--- src/rtl/mem_port_arbiter_pkg.sv ---
// Shared types and constants for the multi-channel memory port arbiter.
package mem_arb_pkg;

   // Arbitration modes
   localparam int ARB_FIXED = 0;
   localparam int ARB_RR    = 1;

   // Widest channel tag needed (up to 8 requesters)
   localparam int MAX_TAG_W = 3;

   // Channel tag width: clog2(num_ch), never below 1
   function automatic int tag_w(input int num_ch);
      return (num_ch <= 2) ? 1 : $clog2(num_ch);
   endfunction

   // One slot of the read-tag shift pipeline
   typedef struct packed {
      logic                 valid;
      logic [MAX_TAG_W-1:0] tag;
   } rd_entry_t;

endpackage

--- src/rtl/mem_port_arbiter_if.sv ---
// Requester-side bus of the memory port arbiter.
// Handshake: a requester raises req_valid[i] with req_write/req_addr/req_wdata
// and holds those fields stable while req_valid[i] is high and req_ready[i] is
// low; the request transfers in the cycle both are high. rsp_valid is a
// one-cycle strobe with no backpressure and must be accepted when it appears.
interface mem_port_arbiter_if #(
   parameter int NUM_CH = 2,
   parameter int ADDR_W = 16,
   parameter int DATA_W = 16
);
   logic [NUM_CH-1:0]        req_valid;
   logic [NUM_CH-1:0]        req_ready;
   logic [NUM_CH-1:0]        req_write;
   logic [NUM_CH*ADDR_W-1:0] req_addr;
   logic [NUM_CH*DATA_W-1:0] req_wdata;
   logic [NUM_CH-1:0]        rsp_valid;
   logic [DATA_W-1:0]        rsp_data;

   modport master (
      output req_valid, req_write, req_addr, req_wdata,
      input  req_ready, rsp_valid, rsp_data
   );

   modport slave (
      input  req_valid, req_write, req_addr, req_wdata,
      output req_ready, rsp_valid, rsp_data
   );
endinterface

--- src/rtl/mem_port_arbiter_rr_arbiter.sv ---
// NUM_CH-wide single-grant arbiter: fixed priority (mode=0, channel 0 first)
// or round-robin (mode=1, search starts at the pointer and wraps).
module rr_arbiter
   import mem_arb_pkg::*;
#(
   parameter  int NUM_CH = 2,
   localparam int TAG_W  = tag_w(NUM_CH)
) (
   input  logic              clk,
   input  logic              rst,
   input  logic              mode,
   input  logic [NUM_CH-1:0] req,
   output logic [NUM_CH-1:0] grant,
   output logic              grant_any,
   output logic [TAG_W-1:0]  grant_idx
);

   logic [TAG_W-1:0] ptr;

   // Combinational search for the first requesting channel from the start point
   always_comb begin
      int               idx;
      logic [TAG_W-1:0] sel;
      grant     = '0;
      grant_any = 1'b0;
      grant_idx = '0;
      idx       = 0;
      sel       = '0;
      for (int k = 0; k < NUM_CH; k++) begin
         idx = (mode ? int'(ptr) : 0) + k;
         if (idx >= NUM_CH) idx = idx - NUM_CH;
         sel = TAG_W'(idx);
         if (!grant_any && req[sel]) begin
            grant[sel] = 1'b1;
            grant_any  = 1'b1;
            grant_idx  = sel;
         end
      end
   end

   // Round-robin pointer moves past the winner; holds when nothing is granted
   always_ff @(posedge clk) begin
      if (rst) begin
         ptr <= '0;
      end else if (grant_any && mode) begin
         ptr <= (int'(grant_idx) == NUM_CH - 1) ? '0 : grant_idx + 1'b1;
      end
   end

endmodule

--- src/rtl/mem_port_arbiter.sv ---
// Shared memory port: arbitrates NUM_CH requesters, drives the registered
// memory port, tracks in-flight reads and routes read data to the issuer.
module mem_port_arbiter
   import mem_arb_pkg::*;
#(
   parameter int NUM_CH     = 2,
   parameter int ADDR_W     = 16,
   parameter int DATA_W     = 16,
   parameter int RD_LATENCY = 1,
   parameter int ARB_MODE   = ARB_FIXED
) (
   input  logic                 clk,
   input  logic                 rst,
   mem_port_arbiter_if.slave    req_if,
   output logic [ADDR_W-1:0]    address_to_memory,
   output logic [DATA_W-1:0]    data_to_memory,
   output logic                 data_to_memory_write_en,
   input  logic [DATA_W-1:0]    data_from_memory
);

   localparam int   TAG_W    = tag_w(NUM_CH);
   localparam int   DEPTH    = RD_LATENCY + 1;
   localparam logic MODE_BIT = 1'(ARB_MODE == ARB_RR);

   logic [NUM_CH-1:0] grant;
   logic              grant_any;
   logic [TAG_W-1:0]  grant_idx;

   logic [ADDR_W-1:0] sel_addr;
   logic [DATA_W-1:0] sel_wdata;
   logic              sel_write;

   rd_entry_t         rd_pipe [DEPTH];
   logic [NUM_CH-1:0] rsp_valid_q;
   logic [DATA_W-1:0] rsp_data_q;

   rr_arbiter #(.NUM_CH(NUM_CH)) u_arb (
      .clk       (clk),
      .rst       (rst),
      .mode      (MODE_BIT),
      .req       (req_if.req_valid),
      .grant     (grant),
      .grant_any (grant_any),
      .grant_idx (grant_idx)
   );

   assign req_if.req_ready = grant;
   assign req_if.rsp_valid = rsp_valid_q;
   assign req_if.rsp_data  = rsp_data_q;

   // Pick the granted channel's request fields out of the packed buses
   always_comb begin
      sel_addr  = req_if.req_addr[int'(grant_idx)*ADDR_W +: ADDR_W];
      sel_wdata = req_if.req_wdata[int'(grant_idx)*DATA_W +: DATA_W];
      sel_write = req_if.req_write[grant_idx];
   end

   // Issue registers: load on grant, otherwise hold address/data and drop the strobe
   always_ff @(posedge clk) begin
      if (rst) begin
         address_to_memory       <= '0;
         data_to_memory          <= '0;
         data_to_memory_write_en <= 1'b0;
      end else if (grant_any) begin
         address_to_memory       <= sel_addr;
         data_to_memory          <= sel_wdata;
         data_to_memory_write_en <= sel_write;
      end else begin
         data_to_memory_write_en <= 1'b0;
      end
   end

   // Read-tag pipeline: the last slot lines up with data_from_memory
   always_ff @(posedge clk) begin
      if (rst) begin
         for (int k = 0; k < DEPTH; k++) rd_pipe[k] <= '0;
      end else begin
         rd_pipe[0] <= '{valid: grant_any & ~sel_write, tag: MAX_TAG_W'(grant_idx)};
         for (int k = 1; k < DEPTH; k++) rd_pipe[k] <= rd_pipe[k-1];
      end
   end

   // Response register: one-cycle strobe to the issuer, data held between responses
   always_ff @(posedge clk) begin
      if (rst) begin
         rsp_valid_q <= '0;
         rsp_data_q  <= '0;
      end else begin
         rsp_valid_q <= '0;
         if (rd_pipe[DEPTH-1].valid) begin
            rsp_valid_q <= NUM_CH'(1) << rd_pipe[DEPTH-1].tag;
            rsp_data_q  <= data_from_memory;
         end
      end
   end

endmodule

--- src/flat_wrapper.sv ---
// flat-port wrapper written by rule: the top's interface ports become plain ports
module mem_port_arbiter_flat import mem_arb_pkg::*;
#(
   parameter int NUM_CH     = 2,
   parameter int ADDR_W     = 16,
   parameter int DATA_W     = 16,
   parameter int RD_LATENCY = 1,
   parameter int ARB_MODE   = ARB_FIXED
)
  (clk, rst, address_to_memory, data_to_memory, data_to_memory_write_en, data_from_memory, req_if_req_valid, req_if_req_write, req_if_req_addr, req_if_req_wdata, req_if_req_ready, req_if_rsp_valid, req_if_rsp_data);
  mem_port_arbiter_if #(.NUM_CH(NUM_CH), .ADDR_W(ADDR_W), .DATA_W(DATA_W)) req_if_i ();
  input  logic clk;
  input  logic rst;
  output logic [ADDR_W-1:0] address_to_memory;
  output logic [DATA_W-1:0] data_to_memory;
  output logic data_to_memory_write_en;
  input  logic [DATA_W-1:0] data_from_memory;
  input wire logic [$bits(req_if_i.req_valid)-1:0] req_if_req_valid;
  input wire logic [$bits(req_if_i.req_write)-1:0] req_if_req_write;
  input wire logic [$bits(req_if_i.req_addr)-1:0] req_if_req_addr;
  input wire logic [$bits(req_if_i.req_wdata)-1:0] req_if_req_wdata;
  output wire logic [$bits(req_if_i.req_ready)-1:0] req_if_req_ready;
  output wire logic [$bits(req_if_i.rsp_valid)-1:0] req_if_rsp_valid;
  output wire logic [$bits(req_if_i.rsp_data)-1:0] req_if_rsp_data;
  assign req_if_i.req_valid = req_if_req_valid;
  assign req_if_i.req_write = req_if_req_write;
  assign req_if_i.req_addr = req_if_req_addr;
  assign req_if_i.req_wdata = req_if_req_wdata;
  assign req_if_req_ready = req_if_i.req_ready;
  assign req_if_rsp_valid = req_if_i.rsp_valid;
  assign req_if_rsp_data = req_if_i.rsp_data;
  mem_port_arbiter #(.NUM_CH(NUM_CH), .ADDR_W(ADDR_W), .DATA_W(DATA_W), .RD_LATENCY(RD_LATENCY), .ARB_MODE(ARB_MODE)) u_core (.clk(clk), .rst(rst), .req_if(req_if_i), .address_to_memory(address_to_memory), .data_to_memory(data_to_memory), .data_to_memory_write_en(data_to_memory_write_en), .data_from_memory(data_from_memory));
endmodule
--- config.mk ---
export PLATFORM = sky130hd
export DESIGN_NAME = mem_port_arbiter_flat
export DESIGN_NICKNAME = d
export VERILOG_FILES = /design/src/rtl/mem_port_arbiter_pkg.sv /design/src/rtl/mem_port_arbiter_if.sv /design/src/rtl/mem_port_arbiter_rr_arbiter.sv /design/src/rtl/mem_port_arbiter.sv /design/src/flat_wrapper.sv
export SDC_FILE = /design/constraint.sdc
export NUM_CORES = 1
export LEC_CHECK = 0
export ABC_AREA = 1
export BUFFER_PORTS_ARGS = -buffer_cell sky130_fd_sc_hd__buf_2
export CAP_MARGIN = 20
export CORE_MARGIN = 4
export CORE_UTILIZATION = 39
export CTS_CLUSTER_SIZE = 24
export DETAILED_ROUTE_END_ITERATION = 8
export GPL_TIMING_DRIVEN = 0
export PLACE_DENSITY = 0.88
export SLEW_MARGIN = 10
export SYNTH_ARGS = -nofsm -noshare
export SYNTH_HDL_FRONTEND = slang
export SYNTH_SLANG_ARGS = --single-unit
--- constraint.sdc ---
create_clock -name clk -period 1.1 [get_ports clk]
set_input_delay 0.33 -clock clk [delete_from_list [all_inputs] [get_ports clk]]
set_output_delay 0.33 -clock clk [all_outputs]
set_load 0.03 [all_outputs]
Word level (Yosys, flattened, before mapping)
Memories as Yosys holds them, arrays and structs flattened.
Index checks and enable logic that the tools add are counted.
{ "classes": {"magnitude_cmp": 1, "reduce_logical": 4, "n_mux": 12, "n_shift": 3, "n_bitwise": 6} }
{ "op_table": {"columns": ["op", "count"], "rows": [
  ["$shiftx A32 B6 Y16", 2],
  ["$mux W1", 9],
  ["$mux W4", 2],
  ["$reduce_or A2 Y1", 2],
  ["$not A1 Y1", 3],
  ["$shl A1 B3 Y2 const A", 1],
  ["$lt A1 B2 Y1 const B", 1],
  ["$mux W2", 1],
  ["$or A1 B1 Y1", 2],
  ["$and A1 B1 Y1", 1],
  ["$logic_and A1 B1 Y1", 1],
  ["$logic_not A1 Y1", 1]
]} }
{ "word_totals": {"n_memories": 1, "ff_bits": 51, "ramBits": 8, "inputBits": 86} }
{ "mem_list": {"columns": ["memory", "depth", "word_bits", "read_ports", "rd_clocked_by_memory_dff", "wr", "line", "rtl"], "rows": [
  ["u_core.rd_pipe", 2, 4, 2, 0, 2, "mem_port_arbiter.sv:33", "rd_entry_t rd_pipe [DEPTH];"]
]} }

Depth between registers and ports, before layout
Gate-level depths: netlist of the first run.
{ "logic_depth": {"depth_word": 9, "depth_mapped": 7} }

By module
From an unflattened synthesis of the first run, not the netlist that was laid out.
{ "hier_totals": {"cells_unflattened": 380, "area_unflattened_um2": 2476.1} }
{ "by_module_without_submodules": {"columns": ["mod", "area_each_um2", "instances", "cells_per_inst"], "rows": [
  ["mem_port_arbiter", 2402.3, 1, 368],
  ["rr_arbiter", 73.8, 1, 12]
]} }

Least setup slack after synthesis of the first run
OpenSTA, ideal clock, no wires.
{ "synth_timing": {"path_type": "input to output", "startpoint": "input port req_if_req_valid[0]", "endpoint": "output port req_if_req_ready[1]", "path_slack_ns": -0.044, "t_arrival_ns": 0.814, "required_ns": 0.770, "path_stages": 5, "cell_sequence": "buf_6 > inv_2 > nand2_1 > inv_1 > buf_4"} }
{ "synth_via": {"elab_chain_len": 4} }
{ "synth_lines": {"columns": ["item", "line", "rtl"], "rows": [
  ["from (decl)", "flat_wrapper.sv:18", "input wire logic [$bits(req_if_i.req_valid)-1:0] req_if_req_valid;"],
  ["$mux W1", "mem_port_arbiter_rr_arbiter.sv:33", "if (!grant_any && req[sel]) begin"],
  ["$logic_not A1 Y1", "mem_port_arbiter_rr_arbiter.sv:33", null],
  ["$logic_and A1 B1 Y1", "mem_port_arbiter_rr_arbiter.sv:33", null],
  ["$mux W2", "mem_port_arbiter_rr_arbiter.sv:33", null],
  ["to (decl)", "flat_wrapper.sv:22", "output wire logic [$bits(req_if_i.req_ready)-1:0] req_if_req_ready;"]
]} }
No other way between the ends.

Final worst setup path of the first run
{ "layout_timing": {"startpoint": "register u_core.rsp_data_q[6], in the netlist u_core.req_if.rsp_data[6]", "endpoint": "output port req_if_rsp_data[6]"} }
{ "layout_lines": {"columns": ["item", "line", "rtl"], "rows": [
  ["from (decl)", "mem_port_arbiter.sv:35", "logic [DATA_W-1:0] rsp_data_q;"],
  ["from (signal assigned)", "mem_port_arbiter.sv:92", "rsp_data_q <= data_from_memory;"],
  ["to (decl)", "flat_wrapper.sv:24", "output wire logic [$bits(req_if_i.rsp_data)-1:0] req_if_rsp_data;"]
]} }
No word-level cell between the ends.

==> run_results.csv, run 1 <==
group,metric,value,unit
outcome,outcome,"complete, but fails checks",
outcome,violations,"setup timing",
critical_path,cpPeakStageDelay,350,ps
routing,via_count,2610,
synthesis,yosysTopAreaCellShare,46.6,%
placed_design,io_buffers,136,
synthesis,ys_ff_latch,55,
critical_path,critPathBufInv,1,
placed_design,dp_cells,551,
clock_tree,cts_tree,"yes",
clock_tree,cts_made_buffers,5,
sta,setup_ws,-20.9,ps
synthesis,synth_area_leaders,"dfxtp_1 (47%), nand2_1 (16%), nand3_1 (14%)",
die,ioPinCount,139,
synthesis,synth_nets,426,
critical_path,cp.arrival,790,ps
routing,drt_pass1_iterations,5,
global_route,grt_pass1_vias,2524,
clock_tree,clock_latency,310,ps
global_route,grt_first_pass_wirelength,11200,µm
die,fp-row-count,28,
layout,final_nets,575,
sta,hold_viol_final,0,
critical_path,endpoint_kind,"primary output",
sta,period_share,102,%
die,start_util,40.2,%
sta,drv_slew,0,
critical_path,slowest_stage,"dfxtp_2",
routing,antenna_left,0,
critical_path,worstSetupPathType,"flip-flop to primary output",
synthesis,synthCells,340,
critical_path,cpLargestDelayFamily,"flip-flops",
synthesis,ys_types,17,
clock_tree,cts_buffer_depth,2,
global_route,grt_start_max_net_pins,18,
critical_path,worstPathCellList,"buf_6",
job,drv_cap,0,
sta,fin_tns_setup,-263,ps
synthesis,ys_seq_area_share,46.6,%
routing,drc,0,
layout,final_common_cell,"nand2_1",
routing,drt-vias-per-instance,4.62,
routing,drtIter0Drc,28,
global_route,antenna_found_initial,0,
power,total_power,4590,µW
layout,drive_gt1_share,46.5,%
global_route,grtUsageTotal,18.6,%
synthesis,ys_warn_count,0,
synthesis,yosysTopAreaCell,"dfxtp_1",
critical_path,worst_ep_required_time,770,ps
sta,setup_viol,31,
placed_design,dp_hpwl,5070,µm
clock_tree,cts-htree-levels,2,
placed_design,gp_congestion,0.804,
sta,fin_crit,1120,ps
power,leakage,0.00209,µW
die,core_area,0.00589,mm²
routing,wl_per_cell,12.5,µm
layout,syn2layout_area_growth,57.8,%
die,die_w,85.9,µm
power,vdd_drop_max,0.733,mV
sta,maxSlewHeadroom,69.1,%
sta,tightest_slew,464,ps
die,die-area,0.00737,mm²
die,die_h,85.9,µm
clock_tree,clk_pin_slew,100,ps
layout,layout_common_cells,"nand2_1 (99), buf_2 (91), nand3_1 (64), buf_6 (56), dfxtp_2 (51)",
clock_tree,cts.sinks,55,
layout,stdcell_count,565,
layout,fin_util,63.4,%
power,power_density,1230,mW/mm²
hold_path,hold_path_class,"input port to flip-flop",
synthesis,syn_area,0.00236,mm²
layout,diodes,0,
sta,fmax,892,MHz
clock_tree,clock-root-buffer,"clkbuf_8",
global_route,grt_overflow,0,
clock_tree,cts_hold_buf,0,
synthesis,synth_area_per_cell,6.96,µm²
sta,clock_skew,8.14,ps
critical_path,crit_fanout,2,
critical_path,crit_path_start_kind,"flip-flop",
sta,rsz0062_at_grt,"yes",
routing,drt_wl_total,7050,µm
==> where the power goes <==
group	total [µW]	leakage (µW)	internal (µW)	switching [µW]
Combinational	1060	0.00156	485	576
Sequential	2210	0.000472	2130	77.0
Clock	1330	0.0000581	679	647
==> repair_timing <==
action	4_1_cts	5_1_grt
gates resized for setup	162	7
buffers inserted	4	3
pin swaps	1	0
endpoints found under the setup margin	61	58
==> sequential cells by signal, indices dropped and copies added (netlist names) <==
signal	flops
u_core.address_to_memory	16
u_core.data_to_memory	16
u_core.req_if.rsp_data	16
u_core.rd_pipe	4
u_core.req_if.rsp_valid	2
u_core.data_to_memory_write_en	1
==> area by class of cell <==
cell class | instances | area (µm²)
buffer | 23 | 174
clock buffer | 5 | 68.8
clock inverter | 3 | 43.8
fill | 519 | 2150
inverter | 40 | 160
multi-input combinational | 221 | 968
sequential | 55 | 1160
tap | 75 | 93.8
timing repair buffer | 143 | 1060
==> cell usage after synthesis (all sizes together) <==
| master | count |
|---|---|
| clkbuf | 6 |
| nand3 | 64 |
| dfxtp | 55 |
| nor3 | 1 |
| nor2 | 37 |
| and3 | 1 |
| a21oi | 1 |
| nand2 | 100 |
| inv | 40 |
| buf | 18 |
| o21ai | 17 |
==> cell families (layout without fill, tap and decap cells) <==
logic type,after synthesis,after routing,share of synthesized area (%)
simple gates,203,203,36.5
compound gates,18,18,3.81
buf+inv,64,214,13.2
flops,55,55,46.6
==> stage by stage <==
step / worst slack (ps) / cell area [µm²] / hold slack [ps]
floorplan: 2.96 / 2370 / 388
global placement: -200 / 3150 / 397
detailed placement: -205 / 3150 / 395
global route: -58.4 / 3730 / 227
finish: -20.9 / 3730 / 236
CTS: -33.8 / 3700 / 224
==> routing by layer <==
layer,vias up,global-route usage (%),share of wire (%)
met5,-,0,0
met4,0,5.32,1.7
met3,12,4.23,7.3
met2,107,34.0,52
met1,1147,21.6,39
li1,1344,-,-
==> worst paths after layout <==
| kind | start | endpoint | slack (ps) | cells after the start |
|---|---|---|---|---|
| setup / recovery | u_core.req_if.rsp_data[6]$_SDFFE_PP0P_ | req_if_rsp_data[6] | -20 | 1 |
| hold / removal | rst | u_core.rd_pipe[0][4]$_SDFF_PP0_ | 240 | 2 |
| setup reg to reg | u_core.rd_pipe[0][7]$_SDFF_PP0_ | u_core.req_if.rsp_data[11]$_SDFFE_PP0P_ | 100 | 4 |
| hold reg to reg | u_core.rd_pipe[0][0]$_SDFF_PP0_ | u_core.rd_pipe[0][4]$_SDFF_PP0_ | 410 | 2 |
==> worst register-to-register path: cells and delay by family (launching register included) <==
family	cells	cell delay, ps
flops	1	310
simple gates	1	50
compound gates	1	200
buf+inv	2	350
Power figures use the tool's default switching activity.
==> run 2, diff against run 1 <==
--- a/config.mk
+++ b/config.mk
@@ -14,6 +14,8 @@
 export DETAILED_ROUTE_END_ITERATION = 8
 export GPL_TIMING_DRIVEN = 0
 export PLACE_DENSITY = 0.88
+export REMOVE_ABC_BUFFERS = 1
+export SKIP_LAST_GASP = 1
 export SLEW_MARGIN = 10
 export SYNTH_ARGS = -nofsm -noshare
 export SYNTH_HDL_FRONTEND = slang
==> run_results.csv, run 2 (synthesis results as in run 1) <==
group,metric,value,unit
die,die_h,85.9,µm
hold_path,hold_path_class,"input port to flip-flop",
power,leakage,0.00205,µW
critical_path,crit_path_start_kind,"flip-flop",
clock_tree,cts_made_buffers,5,
power,pwr-share-seq,47.9,%
critical_path,crit_fanout,2,
critical_path,cp.depth,1,
sta,hold_viol_final,0,
placed_design,gp_congestion,0.815,
power,p_sw_share,27.6,%
sta,fin_crit,1120,ps
outcome,violations,"setup timing",
die,core_area,0.00589,mm²
layout,final_nets,558,
power,total_power,4610,µW
clock_tree,clock-root-buffer,"clkbuf_8",
sta,setup_ws,-17.8,ps
clock_tree,cts.sinks,55,
power,combPwrFrac,22.9,%
global_route,grtUsageTotal,19.3,%
routing,via_count,2638,
global_route,grt_first_pass_wirelength,11600,µm
outcome,outcome,"complete, but fails checks",
job,drv_cap,0,
power,clkPwrFrac,29.2,%
routing,drtIter0Drc,124,
layout,syn2layout_area_growth,55.8,%
critical_path,critPathBufInv,1,
clock_tree,clk_pin_slew,100,ps
sta,holdWs,249,ps
routing,wl_per_cell,13.9,µm
global_route,grt_start_max_net_pins,51,
global_route,grt_overflow,0,
critical_path,cpPeakStageDelay,360,ps
routing,drt_pass1_iterations,4,
sta,tightest_slew,457,ps
clock_tree,cts-htree-levels,2,
die,die_w,85.9,µm
power,vdd_drop_max,0.758,mV
sta,period_share,102,%
power,p_int,3340,µW
critical_path,cpLargestDelayFamily,"flip-flops",
critical_path,endpoint_kind,"primary output",
layout,diodes,0,
critical_path,worstPathCellList,"buf_6",
die,start_util,40.2,%
routing,antenna_left,0,
global_route,antenna_found_initial,0,
layout,final_common_cell,"nand2_1",
critical_path,worstSetupPathType,"flip-flop to primary output",
placed_design,io_buffers,138,
routing,drc,0,
power,p_sw,1270,µW
clock_tree,cts_tree,"yes",
sta,maxSlewHeadroom,69.5,%
sta,fmax,895,MHz
die,ioPinCount,139,
sta,drv_slew,0,
critical_path,cp.arrival,790,ps
power,power_density,1250,mW/mm²
critical_path,worst_ep_required_time,770,ps
clock_tree,clock_latency,300,ps
sta,rsz0062_at_grt,"yes",
layout,drive_gt1_share,45.5,%
routing,drt_wl_total,7620,µm
placed_design,dp_hpwl,4380,µm
sta,setup_viol,13,
die,die-area,0.00737,mm²
critical_path,rrSetupSlack,170,ps
hold_path,hold_depth,3,
clock_tree,cts_buffer_depth,2,
critical_path,reg2reg_depth,3,
sta,clock_skew,3.43,ps
layout,layout_common_cells,"nand2_1 (99), buf_2 (84), nand3_1 (64), buf_6 (52), dfxtp_2 (51)",
global_route,grt_pass1_vias,2573,
die,fp-row-count,28,
routing,drt-vias-per-instance,4.81,
critical_path,slowest_stage,"dfxtp_2",
run 2: area by class of cell:
type                    count  area, µm²
fillers                   489       2200
multi-input cells         221        955
inverters                  40        169
repair inverters            1       8.76
flip-flops and latches     55       1170
repair buffers            148       1170
clock inverters             2       35.0
clock buffers               6       82.6
well taps                  75       93.8
run 2: timing repair:
action,in CTS,in global routing
resized for setup,170,5
endpoints found under the setup margin,105,66
setup buffers,2,6
cloned,1,2
hold endpoints to repair,0,0
hold buffers,0,0
pin swaps,0,0
run 2: path summary, 6_finish.rpt:
check	to	startpoint
hold / removal	u_core.req_if.rsp_data[8]$_SDFFE_PP0P_	data_from_memory[8]
hold reg to reg	u_core.req_if.rsp_valid[0]$_SDFF_PP0_	u_core.rd_pipe[0][4]$_SDFF_PP0_
setup reg to reg	u_core.req_if.rsp_data[6]$_SDFFE_PP0P_	u_core.rd_pipe[0][7]$_SDFF_PP0_
setup / recovery	req_if_rsp_data[7]	u_core.req_if.rsp_data[7]$_SDFFE_PP0P_
run 2: routing by layer:
layer | wire length [µm] | part of all wire, % | vias to the layer above | GRT usage, %
li1 | - | - | 1311 | -
met1 | 2880 | 38 | 1200 | 21.2
met2 | 3940 | 52 | 115 | 36.3
met3 | 715 | 9.4 | 12 | 6.34
met4 | 89 | 1.2 | 0 | 3.60
met5 | 0 | 0 | - | 0
run 2: tightest hold or removal path, cell delays in order:
cell and delay (ps):
buf_2 80, nor2_1 30, nor2_1 80
run 2: power by group through the flow:
stage          logic [µW]  clock network (µW)  registers, µW
6_report             1060                1350           2210
3_3_place_gp          813                   0           2200
5_1_grt              1140                1490           2230
2_1_floorplan         249                   0           2420
4_1_cts              1000                1390           2210
3_5_place_dp          833                   0           2210
run 2: metrics by stage:
| stage | utilization, % | setup WS [ps] | TNS (ps) | instances | area, µm² |
|---|---|---|---|---|---|
| CTS | 60.7 | -150 | -635 | 540 | 3570 |
| global route | 62.6 | -64.7 | -2070 | 548 | 3680 |
| finish | 62.6 | -17.8 | -79.4 | 548 | 3680 |
| detailed placement | 50.8 | -1110 | -34080 | 529 | 2990 |
| floorplan | - | -191 | -521 | 316 | 2200 |
| global placement | 50.8 | -1030 | -30780 | 529 | 2990 |
==> run 3, diff against run 2 <==
--- a/config.mk
+++ b/config.mk
@@ -9,7 +9,7 @@
 export BUFFER_PORTS_ARGS = -buffer_cell sky130_fd_sc_hd__buf_2
 export CAP_MARGIN = 20
 export CORE_MARGIN = 4
-export CORE_UTILIZATION = 39
+export CORE_UTILIZATION = 40
 export CTS_CLUSTER_SIZE = 24
 export DETAILED_ROUTE_END_ITERATION = 8
 export GPL_TIMING_DRIVEN = 0
@@ -19,4 +19,5 @@
 export SLEW_MARGIN = 10
 export SYNTH_ARGS = -nofsm -noshare
 export SYNTH_HDL_FRONTEND = slang
+export SYNTH_HIERARCHICAL = 1
 export SYNTH_SLANG_ARGS = --single-unit
==> run_results.csv, run 3 <==
group,metric,value,unit
outcome,outcome,"complete, but fails checks",
outcome,violations,"setup timing",
hold_path,hp-start,"data_from_memory[14]",
power,p_sw,1450,µW
synthesis,synth_area_per_cell,6.52,µm²
sta,period_share,102,%
critical_path,endpoint_kind,"primary output",
sta,holdWs,257,ps
critical_path,rrSetupSlack,80,ps
power,vdd_drop_max,0.581,mV
routing,drtIter0Drc,96,
layout,layout_common_cells,"nor2_1 (133), buf_2 (83), nand2_1 (71), buf_6 (54), dfxtp_2 (51)",
clock_tree,clk_pin_slew,100,ps
routing,antenna_left,0,
routing,via_count,2802,
synthesis,ys_seq_area_share,45.3,%
placed_design,place_area,0.00318,mm²
global_route,antenna_found_initial,0,
critical_path,cpPeakStageDelay,360,ps
clock_tree,cts-htree-levels,2,
synthesis,netlist_top_cells_count,"nor2_1 (133), nand2_1 (71), dfxtp_1 (56), inv_1 (39), o21ai_0 (29)",
critical_path,worstSetupPathType,"flip-flop to primary output",
critical_path,r2r_end,"u_core/req_if.rsp_data[7]$_SDFFE_PP0P_",
global_route,grt_first_pass_wirelength,11600,µm
power,clkPwrFrac,24.1,%
layout,design_area,0.00379,mm²
die,ioPinCount,139,
global_route,grt_pass1_vias,2642,
hold_path,hold_depth,3,
synthesis,yosysTopAreaCell,"dfxtp_1",
die,start_util,41.6,%
layout,final_common_cell,"nor2_1",
clock_tree,cts_made_buffers,5,
synthesis,synth_edf_count,0,
routing,drt-vias-per-instance,4.71,
sta,rsz0062_at_grt,"yes",
clock_tree,cts_tree,"yes",
critical_path,critPathBufInv,1,
layout,seq_area,0.00119,mm²
critical_path,cp.arrival,790,ps
sta,setup_viol,43,
layout,final_nets,605,
synthesis,async_flop_share,0,%
critical_path,crit_path_start_kind,"flip-flop",
sta,fmax,892,MHz
synthesis,syn_area,0.00248,mm²
critical_path,cp.depth,1,
power,power_density,1220,mW/mm²
power,leakage,0.00208,µW
global_route,grtUsageTotal,19.0,%
routing,drt_pass1_iterations,6,
global_route,grt_start_max_net_pins,51,
placed_design,gp_congestion,0.789,
routing,drc,0,
layout,diodes,0,
layout,n_fill_cell,497,
synthesis,synth-main-ff-cell,"dfxtp_1",
critical_path,worst_ep_required_time,770,ps
routing,wl_per_cell,12.8,µm
power,p_sw_share,31.2,%
clock_tree,clock-root-buffer,"clkbuf_8",
synthesis,ys_types,18,
critical_path,slowest_stage,"dfxtp_2",
synthesis,ys_warn_count,6,
critical_path,worstPathCellList,"buf_6",
die,die_w,86.7,µm
sta,fin_crit,1120,ps
clock_tree,cts_buffer_depth,2,
die,core_area,0.00596,mm²
layout,syn2layout_area_growth,53.3,%
sta,hold_viol_final,0,
placed_design,io_buffers,138,
die,fp-row-count,28,
synthesis,synthCells,380,
clock_tree,clock_latency,300,ps
sta,setup_ws,-21.5,ps
synthesis,yosysMostFrequentCell,"nor2_1",
layout,multi_input_area,0.00111,mm²
routing,drt_wl_total,7590,µm
power,combPwrFrac,26.5,%
placed_design,dp_hpwl,4620,µm
die,die-area,0.00751,mm²
critical_path,cpLargestDelayFamily,"flip-flops",
critical_path,reg2reg_depth,3,
power,p_int,3190,µW
power,pwr-share-seq,49.4,%
job,drv_cap,0,
sta,clock_skew,2.54,ps
sta,drv_slew,0,
critical_path,crit_fanout,2,
synthesis,synth_area_leaders,"dfxtp_1 (45%), nor2_1 (20%), nand2_1 (11%)",
die,die_h,86.7,µm
clock_tree,cts.sinks,56,
layout,drive_gt1_share,41.7,%
hold_path,holdPathEnd,"u_core/req_if.rsp_data[14]$_SDFFE_PP0P_",
synthesis,yosysTopAreaCellShare,45.3,%
critical_path,reg2reg_from,"u_core/rd_pipe[0][7]$_SDFF_PP0_",
synthesis,ys_ff_latch,56,
global_route,grt_overflow,0,
hold_path,hold_path_class,"input port to flip-flop",
[run 3: cell count changes after synthesis, sizes merged, moves of 2 or more]
cell / previous run / this run
clkbuf: 6 / 1
nand2: 100 / 71
nor2: 37 / 133
buf: 18 / 21
nand3: 64 / 1
o21ai: 17 / 48
a21boi: 0 / 2
[run 3: timing repair]
action,CTS,global route
buffers inserted,6,4
gates cloned,1,1
hold endpoints to repair,0,0
resized for setup,163,6
hold buffers,0,0
pin swaps,3,2
endpoints found under the setup margin,104,91
[run 3: layer usage]
| layer | vias up | wire, µm | global-route usage [%] |
|---|---|---|---|
| li1 | 1415 | - | - |
| met1 | 1262 | 2850 | 19.7 |
| met2 | 117 | 3980 | 36.2 |
| met3 | 8 | 673 | 5.23 |
| met4 | 0 | 86 | 6.66 |
| met5 | - | 0 | 0 |
[run 3: cells by family after synthesis]
family	Yosys count	synth area share [%]
buffers and inverters	63	12.0
flip-flops	56	45.3
AO/OA/AOI/OAI	52	10.7
AND/OR/NAND/NOR	208	31.8
other	1	0.151
[run 3: power groups by stage]
stage,sequential (µW),clock [µW],combinational [µW]
final,2290,1120,1230
after global routing,2310,1260,1340
after CTS,2290,1170,1190
after detailed placement,2280,0,1000
after global placement,2280,0,988
after floorplan,2540,0,372
[run 3: worst max-delay path by stage]
stage	start	to	slack [ps]
3_3_place_gp	req_if_req_valid[0]	u_core/data_to_memory_write_en$_SDFF_PP0_	-4730
2_1_floorplan	req_if_req_valid[1]	u_core/rd_pipe[0][3]$_SDFF_PP0_	-3300
4_1_cts	u_core/req_if.rsp_data[9]$_SDFFE_PP0P_	req_if_rsp_data[9]	-30
3_5_place_dp	req_if_req_valid[0]	u_core/address_to_memory[6]$_SDFFE_PP0P_	-640
6_report	u_core/req_if.rsp_data[7]$_SDFFE_PP0P_	req_if_rsp_data[7]	-20
5_1_grt	u_core/req_if.rsp_data[12]$_SDFFE_PP0P_	req_if_rsp_data[12]	-60
[run 3: cell type report]
class                   count  area share [%]
flip-flops and latches     56            31.3
repair buffers            150            30.5
multi-input cells         265            29.2
inverters                  41            4.12
well taps                  75            2.47
clock buffers               5            1.81
clock inverters             3           0.561
[run 3: stage by stage]
| stage | total power (µW) | setup slack (ps) | TNS [ps] | utilization (%) | std cells |
|---|---|---|---|---|---|
| floorplan | 2910 | -3300 | -111480 | - | 360 |
| global placement | 3260 | -4730 | -163760 | 52.5 | 573 |
| detailed placement | 3280 | -640 | -22040 | 53.3 | 575 |
| CTS | 4650 | -30.8 | -988 | 62.6 | 590 |
| global route | 4910 | -63.5 | -2340 | 63.7 | 595 |
| finish | 4640 | -21.5 | -360 | 63.7 | 595 |
